$ cat config.mk
export PLATFORM = sky130hd
export DESIGN_NAME = alu_frame_ctrl
export DESIGN_NICKNAME = d
export VERILOG_FILES = /design/src/rtl/alu_frame_ctrl.sv
export SDC_FILE = /design/constraint.sdc
export NUM_CORES = 1
export LEC_CHECK = 0
export CORE_ASPECT_RATIO = 0.9
export CORE_MARGIN = 2
export CORE_UTILIZATION = 36
export CTS_CLUSTER_DIAMETER = 80
export DETAILED_ROUTE_END_ITERATION = 12
export PLACE_DENSITY = 0.66
export SLEW_MARGIN = 10
export SYNTH_ARGS = -nofsm -noshare
export SYNTH_HDL_FRONTEND = slang
export SYNTH_SLANG_ARGS = --single-unit
$ cat constraint.sdc
create_clock -name i_clk -period 2.1 [get_ports i_clk]
set_clock_uncertainty 0.1 [all_clocks]
set_input_delay 0.42 -clock i_clk [delete_from_list [all_inputs] [get_ports i_clk]]
set_output_delay 0.42 -clock i_clk [all_outputs]
set_load 0.005 [all_outputs]
$ cat src/rtl/alu_frame_ctrl.sv
// Framed-command sequencer: pops SYNC/OPC/A/B/CHK from the RX FIFO, drives the ALU
// operand registers and answers with SYNC/STATUS/RESULT/RCHK into the TX FIFO.
module alu_frame_ctrl #(
    parameter int                  NB_DATA        = 8,
    parameter int                  NB_OPCODE      = 6,
    parameter logic [NB_DATA-1:0]  SYNC_BYTE      = 8'hA5,
    parameter int                  TIMEOUT_CYCLES = 100000,
    parameter int                  NB_TIMEOUT     = 17
) (
    input  logic                 i_clk,
    input  logic                 i_reset,
    input  logic                 i_rx_empty,
    input  logic [NB_DATA-1:0]   i_rx_data,
    output logic                 o_rx_read,
    input  logic                 i_tx_full,
    output logic [NB_DATA-1:0]   o_tx_data,
    output logic                 o_tx_write,
    input  logic [NB_DATA-1:0]   i_alu_result,
    output logic [NB_OPCODE-1:0] o_alu_opcode,
    output logic [NB_DATA-1:0]   o_alu_op_A,
    output logic [NB_DATA-1:0]   o_alu_op_B,
    output logic                 o_busy,
    output logic [7:0]           o_err_count
);

    localparam logic [2:0] IDLE    = 3'd0;
    localparam logic [2:0] GET_OPC = 3'd1;
    localparam logic [2:0] GET_A   = 3'd2;
    localparam logic [2:0] GET_B   = 3'd3;
    localparam logic [2:0] GET_CHK = 3'd4;
    localparam logic [2:0] EXEC    = 3'd5;
    localparam logic [2:0] SEND    = 3'd6;

    localparam logic [NB_TIMEOUT-1:0] TMO_LAST = NB_TIMEOUT'(TIMEOUT_CYCLES - 1);

    logic [2:0]            state;
    logic [NB_DATA-1:0]    sh_opc, sh_a, sh_b;
    logic [NB_DATA-1:0]    status, result;
    logic [NB_DATA-1:0]    status_nxt;
    logic [1:0]            byte_idx;
    logic [NB_TIMEOUT-1:0] tmo_cnt;
    logic                  in_frame;

    function automatic logic [7:0] sat_inc(input logic [7:0] v);
        return (v == 8'hFF) ? v : v + 8'd1;
    endfunction

    assign in_frame   = (state == GET_OPC) || (state == GET_A) ||
                        (state == GET_B)   || (state == GET_CHK);
    // Reset gating keeps the pop strobe low while IDLE is held in reset.
    assign o_rx_read  = i_reset && ((state == IDLE) || in_frame) && !i_rx_empty;
    assign o_tx_write = (state == SEND) && !i_tx_full;
    assign o_busy     = (state != IDLE);

    always_comb begin
        status_nxt    = '0;
        status_nxt[0] = ((sh_opc ^ sh_a ^ sh_b) != i_rx_data);
        status_nxt[1] = |sh_opc[NB_DATA-1:NB_OPCODE];
    end

    always_comb begin
        o_tx_data = '0;
        if (state == SEND) begin
            case (byte_idx)
                2'd0:    o_tx_data = SYNC_BYTE;
                2'd1:    o_tx_data = status;
                2'd2:    o_tx_data = result;
                default: o_tx_data = status ^ result;
            endcase
        end
    end

    always_ff @(posedge i_clk or negedge i_reset) begin
        if (!i_reset) begin
            state        <= IDLE;
            sh_opc       <= '0;
            sh_a         <= '0;
            sh_b         <= '0;
            status       <= '0;
            result       <= '0;
            byte_idx     <= '0;
            tmo_cnt      <= '0;
            o_alu_opcode <= '0;
            o_alu_op_A   <= '0;
            o_alu_op_B   <= '0;
            o_err_count  <= '0;
        end else begin
            case (state)
                IDLE: begin
                    tmo_cnt <= '0;
                    if (o_rx_read && i_rx_data == SYNC_BYTE) state <= GET_OPC;
                end
                GET_OPC, GET_A, GET_B, GET_CHK: begin
                    if (o_rx_read) begin
                        tmo_cnt <= '0;
                        case (state)
                            GET_OPC: begin sh_opc <= i_rx_data; state <= GET_A; end
                            GET_A:   begin sh_a   <= i_rx_data; state <= GET_B; end
                            GET_B:   begin sh_b   <= i_rx_data; state <= GET_CHK; end
                            default: begin
                                status   <= status_nxt;
                                byte_idx <= '0;
                                if (status_nxt == '0) begin
                                    o_alu_opcode <= sh_opc[NB_OPCODE-1:0];
                                    o_alu_op_A   <= sh_a;
                                    o_alu_op_B   <= sh_b;
                                    state        <= EXEC;
                                end else begin
                                    result      <= '0;
                                    o_err_count <= sat_inc(o_err_count);
                                    state       <= SEND;
                                end
                            end
                        endcase
                    end else if (tmo_cnt == TMO_LAST) begin
                        // Stalled frame is dropped silently apart from the error count.
                        tmo_cnt     <= '0;
                        o_err_count <= sat_inc(o_err_count);
                        state       <= IDLE;
                    end else begin
                        tmo_cnt <= tmo_cnt + NB_TIMEOUT'(1);
                    end
                end
                EXEC: begin
                    result <= i_alu_result;
                    state  <= SEND;
                end
                SEND: begin
                    if (o_tx_write) begin
                        byte_idx <= byte_idx + 2'd1;
                        if (byte_idx == 2'd3) state <= IDLE;
                    end
                end
                default: state <= IDLE;
            endcase
        end
    end

endmodule

==> key figures <==
Run status
  • Status: finished, violations left
  • Failing checks: negative setup slack

Power
  • Pint: a little over 5 mW
  • Peak supply drop: around 0.00056 V
  • Gate power share: 44.3%
  • P_leak: 3.044 nW
  • Clk network pwr share: 23.1%
  • Power Total: ~7.5 mW
  • Sw Pwr: 2.444 mW
  • Power per cell area: roughly 1100 nW/um^2
  • Share of power burned in registers: between 30% and 40%
  • Sw frac: about a third

Drt
  • Initial DRC count: around 160
  • Drt wl/cell: around 16 um
  • Drt pass-1 iters: 4
  • Total vias in the final route: between 3000 and 4000
  • Via density: just under 5
  • Antenna viol nets, final: 0
  • # DRC: 0
  • Final wirelength: about 11000 um

Synth
  • Sequential fraction of the synthesis area: about half
  • Synth top area cells: dfrtp_1, mux2_2, mux2_4
  • Top-count cell post-synth: dfrtp_1
  • Seq cells post-synth: 86
  • Yosys Warn Count: 0
  • Post-synth EDFFs: 0
  • Post-synth top cells: dfrtp_1, mux2_2, nand2_1, nor2_1, xor2_1
  • Post-synthesis instance total: about 360
  • Yosys cell types: 46
  • Synth area leader: dfrtp_1
  • Yosys top cell area share: 50.72%
  • Mapped Avg Cell Area: 11.88 um^2
  • Netlist Area Pre-Place: 4243 um^2
  • Dominant synthesized flop cell: dfrtp_1
  • Post-synth ARST share: 100.0%
  • Syn nets: roughly 380

Critical path
  • Worst EP arrival: between 2 and 2.5 ns
  • WS Path Type: reg -> reg
  • Worst R2R Start: sh_b[2]
  • Required @ worst endpoint: between 2 and 2.5 ns
  • Worst setup EP type: flop
  • R2R Setup Slk: -0.17 ns
  • Critical Path Start Type: flop
  • FF-to-FF path depth: 8
  • Worst r2r dst: o_alu_opcode[4]
  • Crit path max fanout: 5

Cells and area
  • ANT cells: 0
  • Filler Cell Count: between 900 and 1000
  • Multi-input logic area: 2312 um^2
  • Register Area: 2155 um^2
  • Share of layout cells above drive strength 1: around 44%
  • Final net count: ~560
  • Final Instance Area: roughly 6600 um^2
  • Synth-to-Final Area Change: 54.50%

Global routing
  • Largest net degree at the start of global routing: roughly 70
  • Total congestion overflow: 0
  • GRT Util Overall: a little under a fifth
  • Vias in the first global route: 3549
  • First-pass GRT wire length: between 15000 and 20000 um
  • Initial antenna violation count: 0

Placed design
  • Placement Setup Slack: -0.6404 ns
  • Routability cong.: about 0.84
  • Final HPWL DP: 7220 um
  • Instance area after placement: between 5000 and 6000 um^2
  • Number of port buffers: 60

Die
  • Die Height: roughly 110 um
  • Initial Utilization: 36.96%
  • Die footprint: around 13000 um^2
  • Row count: 37
  • Core area: between 10000 and 15000 um^2
  • Width of the die: about 120 um
  • # IOs: between 60 and 70

Clock tree
  • Clock latency on the worst-skew pair: between 0.3 and 0.4 ns
  • Clock slew seen by the registers of the worst setup and hold paths: 0.06 ns
  • H-tree levels: 3
  • CTS buffer count: 9
  • CTS tree: yes
  • Root buf cell: clkbuf_16
  • Clock sinks: 86
  • Max clock buf depth: 2

STA
  • Rel. slew slack: between 40% and 50%
  • Unrepaired setup endpoints after global routing: yes
  • Setup TNS: -4.631 ns
  • Least-Margin Pin Slew: around 0.87 ns
  • Final WS setup: -0.1671 ns
  • Crit path time final: roughly 2.3 ns
  • Period utilization: 108.0%
  • Fmax achieved: between 400 and 500 MHz
  • Final hold viol count: 0
  • Setup-failing EPs final: a little over 40
  • Slew Viols, Final: 0

Worst hold path
  • Worst min path class: in -> async

Run
  • MaxCap Viol Count: 0
metal layers:
layer  share of wire [%]  GRT usage [%]  up-vias
met4                 1.3          5.697        0
li1                    -              -     1630
met5                   0              0        -
met3                 4.8          3.989       12
met1                  46          25.61     1702
met2                  48          28.74      100
area by class of cell:
| cell class | count | area share (%) |
|---|---|---|
| timing repair buffer | 176 | 23.76 |
| tap | 156 | 2.978 |
| clock inverter | 6 | 1.298 |
| clock buffer | 10 | 3.646 |
| multi-input combinational | 256 | 35.27 |
| sequential | 86 | 32.87 |
| inverter | 3 | 0.1718 |
worst max-delay path: stages, from the launching register on:
cell	delay, ns
dfrtp_1	0.39
xor2_1	0.16
xnor2_1	0.15
nor4_2	0.29
buf_4	0.18
nand3_4	0.07
or2_4	0.33
clkbuf_16	0.19
mux2_4	0.29
metrics by stage:
stage | cells | hold slack [ns] | utilization (%)
detailed placement | 650 | 0.3839 | 49.19
finish | 693 | 0.07610 | 57.09
global route | 693 | 0.08765 | 57.09
global placement | 650 | 0.3770 | 49.19
floorplan | 357 | 0.02441 | -
CTS | 682 | 0.07677 | 55.31
kinds of logic after synthesis:
logic type	share of synthesized area, %
AOI/OAI and AO/OA	7.608
xor gates and xnor gates	8.876
adders and majority gates	2.064
buffers and inverters	2.300
DFF	50.72
muxes	14.74
and+or+nand+nor	13.68
cells in the final DEF, fill, tap and decap left out, types with 5 or more instances in the layout:
cell,synthesis,final
nand3_1,13,11
xnor2_1,21,19
and2_1,5,5
nor2b_1,8,6
nor2_4,0,5
clkbuf_16,0,10
a21oi_1,8,7
dfrtp_1,86,84
a22o_1,10,10
buf_6,1,14
dlygate4sd2_1,0,9
nor2_1,24,16
buf_4,0,98
clkbuf_2,0,8
clkdlybuf4s50_1,0,40
mux2_2,28,28
xor2_1,22,21
mux2_4,20,20
nand2_1,24,23
o21ai_0,15,14
state kept, by name, indices dropped and copies added (netlist names):
| name | cells |
|---|---|
| o_alu_opcode | 6 |
| state | 3 |
| sh_opc | 8 |
| status | 2 |
| byte_idx | 2 |
| o_alu_op_B | 8 |
| sh_b | 8 |
| result | 8 |
| o_alu_op_A | 8 |
| sh_a | 8 |
| tmo_cnt | 17 |
| o_err_count | 8 |
power groups by stage:
stage	Sequential, mW	Combinational [mW]	Clock, mW
after floorplan	2.40	1.43	0
after global placement	2.40	2.56	0
after detailed placement	2.42	2.62	0
after CTS	2.42	3.02	1.77
after global routing	2.49	3.61	1.85
final	2.44	3.32	1.73
worst max path at each step:
stage | cells after the start | to | startpoint
finish | 8 | o_alu_opcode[4] | sh_b[2]
global route | 8 | o_alu_op_A[6] | sh_a[2]
detailed placement | 8 | o_alu_op_A[7] | i_rx_data[7]
global placement | 8 | o_alu_op_B[0] | i_rx_data[7]
floorplan | 8 | o_alu_op_A[0] | i_rx_data[7]
CTS | 6 | o_tx_data[0] | byte_idx[0]
timing repair:
item	4_1_cts	5_1_grt
hold buffers	0	0
gates resized for setup	76	45
gates cloned	3	1
pin swaps	31	12
endpoints found under the setup margin	60	58
setup buffers	16	11
(Power assumes the default switching activity.)
